--- src/rtl/halut_decoder_feeder.sv ---
// halut_decoder_feeder: row FIFO plus per-codebook sequencer feeding the LUT decoder.
// Each buffered row is streamed as (c_addr, k_addr) pairs, one codebook per cycle.
// The next queued row starts on the cycle after the previous row's last codebook,
// with no bubble in between.
// Optional build macro HALUT_DECODER_FEEDER_PERF_EN enables the 32-bit saturating
// performance counters. When it is undefined, the counter ports are tied to zero.
module halut_decoder_feeder #(
    parameter int unsigned K     = 16,
    parameter int unsigned C     = 32,
    parameter int unsigned Depth = 4,
    localparam int unsigned TreeDepth  = $clog2(K),
    localparam int unsigned CAddrWidth = $clog2(C),
    localparam int unsigned FillWidth  = $clog2(Depth) + 1
) (
    input  logic                      clk_i,
    input  logic                      rst_ni,
    input  logic                      flush_i,
    input  logic                      row_valid_i,
    output logic                      row_ready_o,
    input  logic [C*TreeDepth-1:0]    row_k_i,
    output logic [CAddrWidth-1:0]     c_addr_o,
    output logic [TreeDepth-1:0]      k_addr_o,
    output logic                      decoder_o,
    output logic [FillWidth-1:0]      fill_o,
    output logic [31:0]               rows_streamed_o,
    output logic [31:0]               idle_cycles_o
);

    localparam int unsigned PtrWidth = $clog2(Depth);

    // One row viewed as C codebook slots; slot c sits at bits [c*TreeDepth +: TreeDepth].
    typedef logic [C-1:0][TreeDepth-1:0] row_t;
    typedef enum logic {IDLE, STREAM} state_e;

    state_e                  state_q, state_d;
    logic [CAddrWidth-1:0]   c_cnt_q;
    row_t                    active_q;
    row_t [Depth-1:0]        mem_q;
    logic [PtrWidth-1:0]     wptr_q, rptr_q;
    logic [FillWidth-1:0]    fill_q;
    logic                    c_last, push, pop, fifo_nonempty;

    assign c_last        = (c_cnt_q == CAddrWidth'(C - 1));
    assign fifo_nonempty = (fill_q != '0);
    // Ready looks only at the held count, so a full FIFO refuses a push even if it pops now.
    assign row_ready_o   = (fill_q < FillWidth'(Depth)) && !flush_i;
    assign push          = row_valid_i && row_ready_o;
    assign pop           = !flush_i && fifo_nonempty && ((state_q == IDLE) || c_last);
    assign fill_o        = fill_q;

    // FSM state register.
    always_ff @(posedge clk_i or negedge rst_ni) begin
        if (!rst_ni) state_q <= IDLE;
        else         state_q <= state_d;
    end

    // FSM next state: load a row when one is queued, otherwise drain back to IDLE.
    always_comb begin
        state_d = state_q;
        if (flush_i) begin
            state_d = IDLE;
        end else begin
            unique case (state_q)
                IDLE:    if (fifo_nonempty) state_d = STREAM;
                STREAM:  if (c_last && !fifo_nonempty) state_d = IDLE;
                default: state_d = IDLE;
            endcase
        end
    end

    // FSM outputs: all derived from flops. k_addr is forced to zero outside STREAM.
    always_comb begin
        decoder_o = (state_q == STREAM);
        c_addr_o  = c_cnt_q;
        k_addr_o  = decoder_o ? active_q[c_cnt_q] : '0;
    end

    // Codebook counter: it advances while streaming and wraps to 0 after the last codebook.
    always_ff @(posedge clk_i or negedge rst_ni) begin
        if (!rst_ni)                  c_cnt_q <= '0;
        else if (flush_i)             c_cnt_q <= '0;
        else if (state_q == STREAM)   c_cnt_q <= c_last ? '0 : c_cnt_q + CAddrWidth'(1);
        else                          c_cnt_q <= '0;
    end

    // Active row register: it is loaded from the FIFO head on every pop.
    always_ff @(posedge clk_i or negedge rst_ni) begin
        if (!rst_ni)  active_q <= '0;
        else if (pop) active_q <= mem_q[rptr_q];
    end

    // FIFO storage holds data only; validity is tracked by the pointers and the fill count.
    always_ff @(posedge clk_i) begin
        if (push) mem_q[wptr_q] <= row_k_i;
    end

    // FIFO pointers and fill count. A push and a pop in the same cycle leave the fill unchanged.
    always_ff @(posedge clk_i or negedge rst_ni) begin
        if (!rst_ni) begin
            wptr_q <= '0;
            rptr_q <= '0;
            fill_q <= '0;
        end else if (flush_i) begin
            wptr_q <= '0;
            rptr_q <= '0;
            fill_q <= '0;
        end else begin
            if (push) wptr_q <= wptr_q + PtrWidth'(1);
            if (pop)  rptr_q <= rptr_q + PtrWidth'(1);
            fill_q <= fill_q + FillWidth'(push) - FillWidth'(pop);
        end
    end

`ifdef HALUT_DECODER_FEEDER_PERF_EN
    logic [31:0] rows_q, idle_q;

    // Performance counters: both saturate, and a flush clears them and suppresses the row increment.
    always_ff @(posedge clk_i or negedge rst_ni) begin
        if (!rst_ni) begin
            rows_q <= '0;
            idle_q <= '0;
        end else if (flush_i) begin
            rows_q <= '0;
            idle_q <= '0;
        end else begin
            if ((state_q == STREAM) && c_last && (rows_q != '1)) rows_q <= rows_q + 32'd1;
            if ((state_q != STREAM) && (idle_q != '1))           idle_q <= idle_q + 32'd1;
        end
    end

    assign rows_streamed_o = rows_q;
    assign idle_cycles_o   = idle_q;
`else
    assign rows_streamed_o = '0;
    assign idle_cycles_o   = '0;
`endif

endmodule
--- config.mk ---
export PLATFORM = sky130hd
export DESIGN_NAME = halut_decoder_feeder
export DESIGN_NICKNAME = d
export VERILOG_FILES = /design/src/rtl/halut_decoder_feeder.sv
export SDC_FILE = /design/constraint.sdc
export NUM_CORES = 1
export LEC_CHECK = 0
export CORE_UTILIZATION = 30
export DETAILED_ROUTE_END_ITERATION = 10
export GPL_TIMING_DRIVEN = 0
export SLEW_MARGIN = 15
export SYNTH_ARGS = -nofsm -noshare
export SYNTH_HDL_FRONTEND = slang
export SYNTH_SLANG_ARGS = --single-unit
--- constraint.sdc ---
create_clock -name clk_i -period 6.52 [get_ports clk_i]
set_input_delay 1.304 -clock clk_i [delete_from_list [all_inputs] [get_ports clk_i]]
set_output_delay 1.304 -clock clk_i [all_outputs]
set_load 0.005 [all_outputs]
==> metrics.txt <==
status complete, no violations; design area 31700 sq um; die height 296 um; min Tclk post-route 4950 ps; final worst slack 1570 ps; FMAX 0.202 GHz; core footprint 85400 sq um; vias in the first global route 12500; CTS Buffer Depth 3; Synth Instances 1146; Synth cell types 35; Synth top cells by count 512 x edfxtp_1, 157 x mux4_2, 141 x dfrtp_1; Max rail drop VDD 175 uV; Worst Path Arrival 3650 ps; H-tree Lvls 3; Layout area overhead 22.4%; postcts setup bufs 0; port buffer count 145; GR Overflow Total 0; Yosys Warn Count 0; DR vias 11800; Setup-failing EPs final 0; PD cells 387 nW/um^2; Finished Core Util 0.371; Slew Limit Headroom 0.481; Min Hold Slack 505 ps; initial core utilization 0.303; CTS clk-pin slew, worst paths 60 ps; Clock Skew 18.9 ps; Cells after DPL 2509; ys async rst share 0.216; Routed WL per cell 21.3 um; register area share after synthesis 0.729; Detailed Route WL 56.4 mm; worst slew pin tran 779 ps; top cell type by total area after synthesis edfxtp_1; clock sink count 653; root buffer cell clkbuf_16; layout filler cell count 7801; DR pass1 iterations 5; Num CTS Buffers 72; final net count 1580; CTS resizes 0; Req. time, crit path 5220 ps; width of the die 296 um; Max Cap Viol 0; syn_area_per_cell 22.6 sq um; critical path class reg -> out; final std cells w/o fill 2644; Main synth FF type edfxtp_1; setup TNS 0 ps; area share of the leading cell type in the synthesized netlist 0.593; via density per instance 4.46; Mapped Area 25900 sq um; startpoint of the worst-slack reg-to-reg timing path c_addr_o[2]; initial antenna violation count 14; Placement Cell Area 29400 sq um; CP startpoint kind flop; period utilisation layout 0.759; HP Class reg -> reg; Slew Limit Fails 0; Hold Buf Count CTS 0; CTS tree yes; Clk Latency, worst-skew pair 610 ps; hold_sp active_q[66]; number of synthesized flops with an enable pin 512; Leakage 10.9 nW; DRC Markers 0; Hold Vio Cnt, Final 0; Total GRT Usage 0.132; layout cells sized above 1 0.342; pre-CTS setup slack 2070 ps; Final GP Congestion 0.730; Iter 0 DRT Violations 701; antenna viol nets, final 0; largest net degree at the start of global routing 95; Seq cells post-synth 653; CP Max Fanout 10; RSZ-0062 raised after global routing no; row count 107; critical path startpoint c_addr_o[1]; I/O Pins 210; total power 12.3 mW; CP endpoint kind output port; Die Area 87600 sq um; DP Wirelength 37.4 mm; first-pass GRT wire length 83.4 mm; synth top area cells edfxtp_1 59%, mux4_2 14%, dfrtp_1 14%; most frequent cell after synthesis edfxtp_1
## routing by layer
layer	GRT usage	wire [um]	vias to the layer above
li1	-	-	5155
met1	0.168	23300	6217
met2	0.217	28000	307
met3	0.0407	3880	94
met4	0.0350	1040	24
met5	0	160	-
## placed cells by master (no fill, tap or decap), types with 4 or more instances in the layout
cell / n
inv_1: 6
mux4_2: 157
bufinv_16: 4
mux2i_1: 8
conb_1: 64
buf_2: 8
dfrtp_1: 141
clkbuf_16: 74
clkinv_1: 6
a221o_1: 4
nor2_1: 11
ha_1: 8
buf_6: 29
inv_6: 5
and3_4: 4
a21oi_1: 5
mux2_4: 109
buf_16: 10
o21ai_0: 8
mux2_2: 19
clkdlybuf4s50_1: 144
buf_4: 65
o22a_1: 4
nor2b_1: 4
clkbuf_8: 10
clkinv_2: 7
edfxtp_1: 512
clkbuf_1: 39
xor2_1: 4
## kinds of logic (layout without fill, tap and decap cells)
kind of cell / count (synthesis) / after routing / synth area share
multiplexers: 296 / 296 / 0.214
buffers and inverters: 124 / 414 / 0.0368
other: 1 / 65 / 0.000145
flip-flops: 653 / 653 / 0.729
adder cells (fa/ha/maj): 9 / 9 / 0.00463
AND/OR/NAND/NOR: 34 / 34 / 0.00710
XOR/XNOR: 7 / 7 / 0.00237
AO/OA/AOI/OAI: 22 / 22 / 0.00570
## registers in the layout, indices dropped and copies added (netlist names)
signal	count
rptr_q	2
mem_q	512
c_addr_o	5
wptr_q	2
active_q	128
fill_o	3
decoder_o	1
## cell type report
cell class	instances	area (sq um)	area share
plain buffers	118	931	0.0293
well taps	1144	1430	0.0451
clock inverters	26	285	0.00899
diodes	1	2.50	0.0000789
clock buffers	108	2080	0.0655
repair buffers	156	1750	0.0552
inverters	6	22.5	0.000710
flip-flops and latches	653	18900	0.596
multi-input cells	432	6320	0.199
## worst max-delay path: stages (launching register included)
cell             delay, ps
dfrtp_1                570
buf_6                  220
buf_12                 180
buf_2                  420
mux4_2                 360
o22a_1                 140
o21ai_0                110
a21oi_1                420
clkdlybuf4s50_1        600
## report_power, final
| group | switching (mW) | internal, mW | leakage (nW) |
|---|---|---|---|
| Clock | 1.61 | 2.38 | 1.15 |
| Sequential | 0.321 | 5.14 | 6.33 |
| Combinational | 1.17 | 1.66 | 3.46 |
## final timing paths
kind	endpoint	slack, ps	depth (start not counted)
setup reg to reg	fill_o[2]	2780	16
hold reg to reg	active_q[66]	500	1
hold / removal	active_q[66]	500	1
min in group asynchronous	active_q[69]	610	1
max in group asynchronous	active_q[10]	5050	2
setup / recovery	k_addr_o[1]	1570	8
Power figures use the tool's default switching activity.
